File: config.mk
export PLATFORM = sky130hd
export DESIGN_NAME = pc_sequencer_flat
export DESIGN_NICKNAME = d
export VERILOG_FILES = /design/src/rtl/pc_sequencer_if.sv /design/src/rtl/pc_sequencer.sv /design/src/flat_wrapper.sv
export SDC_FILE = /design/constraint.sdc
export NUM_CORES = 1
export LEC_CHECK = 0
export CAP_MARGIN = 10
export CORE_UTILIZATION = 51
export CTS_CLUSTER_SIZE = 8
export DETAILED_ROUTE_END_ITERATION = 8
export GPL_ROUTABILITY_DRIVEN = 1
export MAX_ROUTING_LAYER = met4
export PLACE_DENSITY = 0.89
export SKIP_CTS_REPAIR_TIMING = 1
export SYNTH_ARGS = -nofsm -noshare
export SYNTH_HDL_FRONTEND = slang
export SYNTH_SLANG_ARGS = --single-unit
File: constraint.sdc
create_clock -name clk -period 6.7 [get_ports clk]
set_input_delay 1.34 -clock clk [delete_from_list [all_inputs] [get_ports clk]]
set_output_delay 1.34 -clock clk [all_outputs]
set_load 0.02 [all_outputs]
File: src/rtl/pc_sequencer_if.sv
// Instruction-fetch request channel between the PC sequencer and the
// instruction memory / cache front end.
//   if_req  : fetch request (driven by the sequencer)
//   if_addr : fetch address (driven by the sequencer, equals current PC)
//   if_ack  : fetch accepted, same-cycle handshake with if_req
interface pc_sequencer_if;
  logic        if_req;
  logic [31:0] if_addr;
  logic        if_ack;

  modport master (output if_req, output if_addr, input  if_ack);
  modport slave  (input  if_req, input  if_addr, output if_ack);
endinterface

File: src/rtl/pc_sequencer.sv
// Program-counter sequencer for the fetch stage. Drives the external 32-bit
// PC register (pc_ena/pc_d, reads back pc_q) and issues single-cycle fetch
// requests. PC loads come from the boot vector, a sequential +4 step, a
// branch target or the exception vector. A stall freezes the PC; redirects
// raised while stalled are held in a one-entry pending register and applied
// in the cycle the stall clears.
// Ports:
//   clk        : system clock, rising edge
//   rst        : asynchronous active-low reset
//   pc_q       : current PC (PC register output)
//   pc_d       : next PC (PC register input), bits [1:0] always zero
//   pc_ena     : PC register load enable
//   fetch      : fetch request channel (if_req / if_addr / if_ack)
//   stall      : pipeline stall, freezes PC and suppresses fetch
//   br_valid   : branch/jump redirect request
//   br_target  : branch/jump redirect address
//   exc        : exception redirect request
//   state      : debug view of the FSM (BOOT=0, FETCH=1, HOLD=2)
module pc_sequencer #(
  parameter logic [31:0] RESET_PC   = 32'h0000_0000,
  parameter logic [31:0] EXC_VECTOR = 32'h0000_0080
) (
  input  logic                  clk,
  input  logic                  rst,
  input  logic [31:0]           pc_q,
  output logic [31:0]           pc_d,
  output logic                  pc_ena,
  pc_sequencer_if.master        fetch,
  input  logic                  stall,
  input  logic                  br_valid,
  input  logic [31:0]           br_target,
  input  logic                  exc,
  output logic [1:0]            state
);

  typedef enum logic [1:0] {
    BOOT  = 2'd0,
    FETCH = 2'd1,
    HOLD  = 2'd2
  } state_t;

  state_t      r_state;
  logic        r_pend_v;
  logic        r_pend_exc;
  logic [31:0] r_pend_addr;

  state_t      w_state_nxt;
  logic        w_pend_v_nxt;
  logic        w_pend_exc_nxt;
  logic [31:0] w_pend_addr_nxt;
  logic [31:0] w_pc_raw;
  logic        w_capture;

  always_ff @(posedge clk or negedge rst) begin
    if (!rst) begin
      r_state     <= BOOT;
      r_pend_v    <= 1'b0;
      r_pend_exc  <= 1'b0;
      r_pend_addr <= '0;
    end else begin
      r_state     <= w_state_nxt;
      r_pend_v    <= w_pend_v_nxt;
      r_pend_exc  <= w_pend_exc_nxt;
      r_pend_addr <= w_pend_addr_nxt;
    end
  end

  always_comb begin
    w_state_nxt     = r_state;
    w_pend_v_nxt    = r_pend_v;
    w_pend_exc_nxt  = r_pend_exc;
    w_pend_addr_nxt = r_pend_addr;
    w_pc_raw        = pc_q;
    w_capture       = 1'b0;
    pc_ena          = 1'b0;
    fetch.if_req    = 1'b0;

    case (r_state)
      BOOT: begin
        pc_ena      = 1'b1;
        w_pc_raw    = RESET_PC;
        w_state_nxt = FETCH;
      end
      FETCH: begin
        fetch.if_req = ~stall;
        if (stall) begin
          // The stall cycle itself already records redirects, same as HOLD.
          w_state_nxt = HOLD;
          w_capture   = 1'b1;
        end else if (exc) begin
          pc_ena   = 1'b1;
          w_pc_raw = EXC_VECTOR;
        end else if (br_valid) begin
          pc_ena   = 1'b1;
          w_pc_raw = br_target;
        end else if (fetch.if_ack) begin
          pc_ena   = 1'b1;
          w_pc_raw = pc_q + 32'd4;
        end
      end
      HOLD: begin
        if (stall) begin
          w_capture = 1'b1;
        end else begin
          // Exit cycle: live redirects win over the buffered one, except
          // that a buffered exception still beats a live branch.
          w_state_nxt    = FETCH;
          w_pend_v_nxt   = 1'b0;
          w_pend_exc_nxt = 1'b0;
          if (exc) begin
            pc_ena   = 1'b1;
            w_pc_raw = EXC_VECTOR;
          end else if (br_valid && !r_pend_exc) begin
            pc_ena   = 1'b1;
            w_pc_raw = br_target;
          end else if (r_pend_v) begin
            pc_ena   = 1'b1;
            w_pc_raw = r_pend_addr;
          end
        end
      end
      default: begin
        w_state_nxt = BOOT;
      end
    endcase

    if (w_capture) begin
      if (exc) begin
        w_pend_addr_nxt = EXC_VECTOR;
        w_pend_v_nxt    = 1'b1;
        w_pend_exc_nxt  = 1'b1;
      end else if (br_valid && !r_pend_exc) begin
        w_pend_addr_nxt = br_target;
        w_pend_v_nxt    = 1'b1;
      end
    end
  end

  assign pc_d          = w_pc_raw & ~32'h0000_0003;
  assign fetch.if_addr = pc_q;
  assign state         = r_state;

endmodule

File: src/flat_wrapper.sv
// flat-port wrapper written by rule: the top's interface ports become plain ports
module pc_sequencer_flat 
#(
  parameter logic [31:0] RESET_PC   = 32'h0000_0000,
  parameter logic [31:0] EXC_VECTOR = 32'h0000_0080
)
  (clk, rst, pc_q, pc_d, pc_ena, stall, br_valid, br_target, exc, state, fetch_if_req, fetch_if_addr, fetch_if_ack);
  pc_sequencer_if fetch_i ();
  input  logic clk;
  input  logic rst;
  input  logic [31:0] pc_q;
  output logic [31:0] pc_d;
  output logic pc_ena;
  input  logic stall;
  input  logic br_valid;
  input  logic [31:0] br_target;
  input  logic exc;
  output logic [1:0] state;
  output wire logic [$bits(fetch_i.if_req)-1:0] fetch_if_req;
  output wire logic [$bits(fetch_i.if_addr)-1:0] fetch_if_addr;
  input wire logic [$bits(fetch_i.if_ack)-1:0] fetch_if_ack;
  assign fetch_if_req = fetch_i.if_req;
  assign fetch_if_addr = fetch_i.if_addr;
  assign fetch_i.if_ack = fetch_if_ack;
  pc_sequencer #(.RESET_PC(RESET_PC), .EXC_VECTOR(EXC_VECTOR)) u_core (.clk(clk), .rst(rst), .pc_q(pc_q), .pc_d(pc_d), .pc_ena(pc_ena), .fetch(fetch_i), .stall(stall), .br_valid(br_valid), .br_target(br_target), .exc(exc), .state(state));
endmodule
Word level (Yosys, flattened, before mapping):

Index checks and enable logic that the tools add are counted.

* flip-flop bits (word level): 36
* latch bits: 0
* memory bits (writable): 0
* memory bits (read-only): 0
* bits of input ports: 70
* output and inout bits: 68
* word-level logic and storage cells: 52
* memories: 0

* add/sub/neg operators: 1
* $mul: 0
* divide/modulo/power cells: 0
* order comparisons: 0
* equal/unequal tests: 4
* shift-type cells: 0
* multiplexer cells: 35
* bitwise gates (word level): 1
* reduce and logical (&&, ||, !) cells: 7

Operators with widths (count)
* two-way mux 32 bit: 10
* one-hot mux 32 bit (3 select lines): 1
* adder 32 x 3 -> 32 bit, second input constant: 1
* two-way mux 1 bit: 20
* one-hot mux 2 bit (3 select lines): 1
* two-way mux 2 bit: 2
* inequality test 2 bit, second input constant: 2
* AND reduction 2 bit: 2
* one-hot mux 1 bit (3 select lines): 1
* == test 2 x 1 -> 1 bit, second input constant: 1
* == test 2 bit, second input constant: 1
* logical NOT 2 bit: 1
* nonzero test 2 bit: 1
* OR reduction 2 bit: 1
* logical AND 1 bit: 1
* logical NOT 1 bit: 1
* NOT 1 bit: 1

Logic depth before layout (Yosys ltp):

Gate-level depths: netlist (run 1).

* depth after elaboration: 6
* mapped depth: 10
* gate-level depth less buffers: 7

Worst setup path after synthesis (run 1):

No wires, ideal clock.

* path type: input to output
* start: input port pc_q[9]
* end: output port pc_d[21]
* arrival: 3.121 ns
* data required time: 5.360 ns
* setup slack: 2.239 ns
* stages on the path: 7
* path buffers: 2
* cells stage by stage: buf_2 -> nand3_4 -> or4_4 -> buf_6 -> nor3_1 -> o21ai_0 -> a211oi_1

* longest elaborated chain between the ends: 6

Ends and longest elaborated chain
* start: declaration: line flat_wrapper.sv:11 `input logic [31:0] pc_q;`
* adder 32 x 3 -> 32 bit: line pc_sequencer.sv:98 `w_pc_raw = pc_q + 32'd4;`
* two-way mux 32 bit: line pc_sequencer.sv:96 `end else if (fetch.if_ack) begin`
* two-way mux 32 bit: line pc_sequencer.sv:93 `end else if (br_valid) begin`
* two-way mux 32 bit: line pc_sequencer.sv:90 `end else if (exc) begin`
* two-way mux 32 bit: line pc_sequencer.sv:86 `if (stall) begin`
* one-hot mux 32 bit (3 select lines): line pc_sequencer.sv:78 `case (r_state)`
* end: declaration: line flat_wrapper.sv:12 `output logic [31:0] pc_d;`

No other way between the ends.

Worst setup path after layout (run 1):

* start: input port pc_q[2]
* end: output port pc_d[16]

The elaborated chain is that of the path after synthesis.

==> results.yml, run 1 <==
run_status:
  outcome: "finished clean"
timing:
  min_period_over_period_pct: 85.2
  clock_skew_ps: 6.63
  hold_viol: 0
  setup_viol: 0
  min_period_ps: 5710
  rsz0062_at_grt: "false"
  final.setup.tns_ps: 0
  hold_ws_ps: 503
  fmax_mhz: 175
  slew_headroom_pct: 20.1
  drv_slew: 0
  worst_slew_pin_slew_ps: 1200
logic_synthesis:
  yosys_warnings: 0
  synth_top_area_share_pct: 21.2
  synth_common_cells: "nand2_1 (52), nor2_1 (45), o21ai_0 (41), buf_4 (35), clkbuf_1 (35)"
  synth_area_um2: 4010
  synth_cell_types: 68
  yosys_most_used_dff: "dfrtp_1"
  synth_edf_count: 0
  ys_seq_elements: 34
  synth_async_sr_flop_share_pct: 100
  synth.avg_cell_area_um2: 7.37
  ys_seq_area_share_pct: 21.2
  synth_cells: 544
  synth_top_cell_by_area: "dfrtp_1"
  yosysMostFrequentCell: "nand2_1"
  synth.top_cells.by_area: "dfrtp_1 (21%), buf_4 (6.6%), a22o_1 (6.1%)"
floorplanning:
  pin_count: 138
  dieArea_um2: 8220
  core-area_um2: 7410
  row_count: 31
  die_w_um: 90.7
  start_util_pct: 54.1
  die_y_um: 90.7
pwr:
  combPwrFrac_pct: 69.6
  power.switching_mw: 0.842
  p_leak_nw: 2.10
  p_clk_share_pct: 9.2
  ir_worst_vdd_uv: 186
  switching_share_pct: 48.4
  power.density_nw_per_um2: 338
  power_mw: 1.74
  power.internal_mw: 0.896
  seqPwrFrac_pct: 21.3
critical_path:
  r2r_slack_ps: 3800
  slowest_delay_ps: 650
  crit_path_max_fanout: 9
  rr_worst_depth: 6
  crit_arrival_ps: 4370
  cpMaxStageDelayCell: "clkdlybuf4s50_1"
  crit_path_start_kind: "input port"
  required_ps: 5360
  path_class: "in2out"
  r2r_start: "u_core.r_pend_exc$_DFF_PN0_"
  path_cells: "clkdlybuf4s50_1, ha_1, and4_1, nand4_1, or3_1, a31o_1, a31oi_1, clkdlybuf4s50_1"
  worst_path_most_repeated_cell: "clkdlybuf4s50_1"
  r2r-end: "u_core.r_pend_addr[15]$_DFFE_PN0P_"
  end_kind: "output pin"
drt:
  wl_per_cell_um: 19.6
  routed_via_density: 6.72
  postRouteAntennaNets: 0
  drc: 0
  wl_um: 13900
  drt_pre_antenna_iters: 5
  num_vias: 4769
  drt_iter0_drc: 524
clock_network:
  cts_buffers: 5
  cts.clk_slew.worst_paths_ps: 80
  cts_tree: "built"
  clock_path_buffers: 2
  htree_levels: 2
  clk_latency_ps: 300
  cts_sinks: 34
  root_buffer: "clkbuf_8"
grt:
  track_usage_pct: 34.0
  grt_pass1_wl_um: 22000
  grt_pass1_vias: 4514
  antenna_found_initial: 0
  use_met2_pct: 52.8
  grt_busiest_layer: "met2"
  grt_max_degree: 39
  grtUsageMet3_pct: 5.98
  overflow: 0
  use_met1_pct: 42.8
final_layout:
  utilization_pct: 69.4
  fin_nets: 686
  diodes: 0
  syn2layout_area_growth_pct: 28.2
  layout-drive-gt1-share_pct: 4.91
flow_run:
  maxCapViolations: 0
worst_hold_path:
  min_path_cells: 2
  min_to: "u_core.r_pend_addr[2]$_DFFE_PN0P_"
  min_path_type: "reg2reg"
  min-delay-start: "u_core.r_pend_addr[2]$_DFFE_PN0P_"
place:
  dpl.hpwl_um: 9530
  io_buffers: 129
  gp_congestion: 0.941
-- how the worst max path moves through the flow --
stage	from	end	slack [ps]	cells after the start
2_1_floorplan	pc_q[9]	pc_d[21]	2240	7
3_3_place_gp	pc_q[2]	pc_d[16]	1100	8
3_5_place_dp	pc_q[2]	pc_d[16]	1050	8
4_1_cts	pc_q[2]	pc_d[16]	1050	8
5_1_grt	pc_q[2]	pc_d[16]	920	8
6_report	pc_q[2]	pc_d[16]	990	8
-- layer usage --
layer  vias to the layer above  share of wire (%)  wire, um
met4                         0                2.3       322
met5                         -                  0         0
met3                        40                 12      1620
met2                       387                 46      6440
li1                       2109                  -         -
met1                      2233                 40      5540
-- stage by stage --
stage          area [um2]  setup slack [ps]  cells
6_report             5140               990    710
5_1_grt              5140               916    710
4_1_cts              5140              1050    710
3_5_place_dp         5060              1050    703
3_3_place_gp         5060              1100    703
2_1_floorplan        4020              2240    545
-- registers in the layout, indices dropped and copies added, names as in the netlist --
name / flops
u_core.r_pend_addr: 30
u_core.r_pend_exc: 1
u_core.state: 2
u_core.r_pend_v: 1
-- kinds of logic after synthesis --
logic type | after synthesis | share of synthesized area, %
flops | 34 | 21.2
fa+ha+maj | 5 | 1.56
mux | 25 | 6.27
other cells | 1 | 0.0935
buf+inv | 96 | 12.8
compound gates | 194 | 33.1
xor+xnor | 10 | 2.18
simple gates | 179 | 22.8
-- power by group through the flow --
| stage | clock network, mW | logic (mW) | registers [mW] |
|---|---|---|---|
| final | 0.159 | 1.21 | 0.370 |
| after global routing | 0.168 | 1.28 | 0.378 |
| after CTS | 0.158 | 1.19 | 0.366 |
| after detailed placement | 0 | 1.18 | 0.369 |
| after global placement | 0 | 1.15 | 0.363 |
| after floorplan | 0 | 0.767 | 0.336 |
-- final cells by class --
class	instances	area, um2
Sequential cell	34	851
Inverter	13	48.8
Tap cell	99	124
Clock buffer	5	68.8
Clock inverter	2	10.0
Fill cell	606	2260
Timing Repair Buffer	142	1390
Multi-Input combinational cell	415	2650
-- cells in the final DEF, fill, tap and decap left out, drive strengths merged, types with 6 or more instances in the layout --
cell type,n
a211oi,9
a21oi,30
a22o,28
a31oi,13
and3,7
buf,13
clkdlybuf4s50,129
dfrtp,34
inv,13
mux2i,24
nand2,53
nand3,12
nand4,11
nor2,45
nor3,13
nor4,11
o211ai,12
o21a,13
o21ai,49
xnor2,6
-- worst max-delay path, delay by kind of cell --
| family | cells | cell delay, ps |
|---|---|---|
| buf+inv | 2 | 1280 |
| simple gates | 3 | 1110 |
| compound gates | 2 | 400 |
| fa+ha+maj | 1 | 240 |
Power figures use the tool's default switching activity.
==> run 2, diff against run 1 <==
HOLD_SLACK_MARGIN = 0.15   (was not set)
==> results of run 2 <==
The final DEF is identical to that of run 1; final timing and power are the same.
==> run 3, diff against run 2 <==
SLEW_MARGIN = 20   (was not set)
==> run 3 against run 2 <==
Effect of this change:
- clock power is essentially flat
- total power barely moved
- die area stayed put
- routed wire length up 0.60%
- global-route usage stayed put
- flip-flop and latch count is the same
- sequential power barely moved
==> results.yml, run 3 (synthesis results as in run 1) <==
final_layout:
  layout_common_cells: "clkdlybuf4s50_1 (129), nand2_1 (52), nor2_1 (45)"
  largest_reg_flops: 30
  layout-drive-gt1-share_pct: 5.07
  syn2layout_area_growth_pct: 28.4
  largest-register: "u_core.r_pend_addr"
  final_common_cell: "clkdlybuf4s50_1"
  layoutNonFillerInstCount: 711
  fin_nets: 687
  diodes: 0
  finish.instance_area_um2: 5150
worst_hold_path:
  min-delay-start: "u_core.r_pend_addr[2]$_DFFE_PN0P_"
  min_path_type: "reg2reg"
pwr:
  ir_worst_vdd_uv: 187
  power.density_nw_per_um2: 338
  p_leak_nw: 2.10
  power_mw: 1.74
timing:
  fmax_mhz: 175
  min_period_over_period_pct: 85.4
  min_period_ps: 5720
  rsz0062_at_grt: "false"
  drv_slew: 0
  clock_skew_ps: 5.84
  hold_viol: 0
  worst_slew_pin_slew_ps: 1200
  worst_slack_ps: 976
  setup_viol: 0
  final.setup.tns_ps: 0
  slew_headroom_pct: 19.5
run_status:
  outcome: "finished clean"
critical_path:
  cpMaxStageDelayCell: "clkdlybuf4s50_1"
  slowest_delay_ps: 670
  crit_path_max_fanout: 9
  r2r_start: "u_core.r_pend_exc$_DFF_PN0_"
  crit_arrival_ps: 4380
  end_kind: "output pin"
  crit_path_start_kind: "input port"
  path_class: "in2out"
  worst_path_most_repeated_cell: "clkdlybuf4s50_1"
  required_ps: 5360
  path_cells: "clkdlybuf4s50_1, ha_1, and4_1, nand4_1, or3_1, a31o_1, a31oi_1, clkdlybuf4s50_1"
  r2r_slack_ps: 3780
  crit_start: "pc_q[2]"
place:
  post-place-ws_ps: 1050
  placed_area_um2: 5060
  io_buffers: 129
  placed_cells: 703
  dpl.hpwl_um: 9530
  gp_congestion: 0.941
grt:
  use_met2_pct: 52.8
  grt_pass1_wl_um: 22000
  grt_max_degree: 39
  grtUsageMet3_pct: 5.98
  grt_pass1_vias: 4514
  overflow: 0
  track_usage_pct: 34.0
  use_met1_pct: 42.8
  grt_busiest_layer: "met2"
  antenna_found_initial: 0
clock_network:
  cts_sinks: 34
  clk_latency_ps: 300
  cts_buffers: 5
  clock_path_buffers: 2
  root_buffer: "clkbuf_8"
  cts_tree: "built"
  htree_levels: 2
  cts.clk_slew.worst_paths_ps: 80
flow_run:
  maxCapViolations: 0
floorplanning:
  dieArea_um2: 8220
  pin_count: 138
  core-area_um2: 7410
  start_util_pct: 54.1
  die_y_um: 90.7
  row_count: 31
  die_w_um: 90.7
drt:
  postRouteAntennaNets: 0
  wl_um: 14000
  wl_per_cell_um: 19.7
  drt_pre_antenna_iters: 6
  routed_via_density: 6.79
  drt_iter0_drc: 608
  num_vias: 4828
  drc: 0
[run 3: cell count changes in the layout (fill, tap and decap cells not counted)]
| cell | before | now |
|---|---|---|
| clkbuf_4 | 0 | 1 |
[run 3: critical path, delay by kind of cell]
family	cells	cell delay, ps
AO/OA/AOI/OAI	2	390
AND/OR/NAND/NOR	3	1110
adder cells (fa/ha/maj)	1	250
buffers and inverters	2	1300
[run 3: worst paths after layout]
check	end	cells after the start
worst max-delay path	pc_d[16]	8
worst min-delay path	u_core.r_pend_addr[2]$_DFFE_PN0P_	2
worst max register to register	u_core.r_pend_addr[15]$_DFFE_PN0P_	6
worst min register to register	u_core.r_pend_addr[2]$_DFFE_PN0P_	2
max in group asynchronous	u_core.r_pend_addr[10]$_DFFE_PN0P_	2
min in group asynchronous	u_core.r_pend_addr[31]$_DFFE_PN0P_	2
[run 3: layout make-up]
class | instances | area, um2
multi-input cells | 415 | 2650
fillers | 603 | 2260
flip-flops and latches | 34 | 851
repair buffers | 143 | 1400
clock inverters | 2 | 10.0
inverters | 13 | 48.8
clock buffers | 5 | 68.8
well taps | 99 | 124
[run 3: metal layers]
layer | part of all wire (%) | wire length, um | vias to the layer above
met5 | 0 | 0 | -
met4 | 2.8 | 391 | 0
met3 | 13 | 1840 | 54
met2 | 46 | 6450 | 423
met1 | 38 | 5330 | 2236
li1 | - | - | 2115
[run 3: through the flow]
stage               util (%)  hold WS [ps]
finish                  69.5           506
CTS                     69.4           500
detailed placement      68.4           484
floorplan                  -           448
global placement        68.4           465
global route            69.5           517
[run 3: power by group]
part	switching, mW	internal (mW)
Sequential	0.0811	0.288
Clock	0.0874	0.0700
Combinational	0.673	0.541
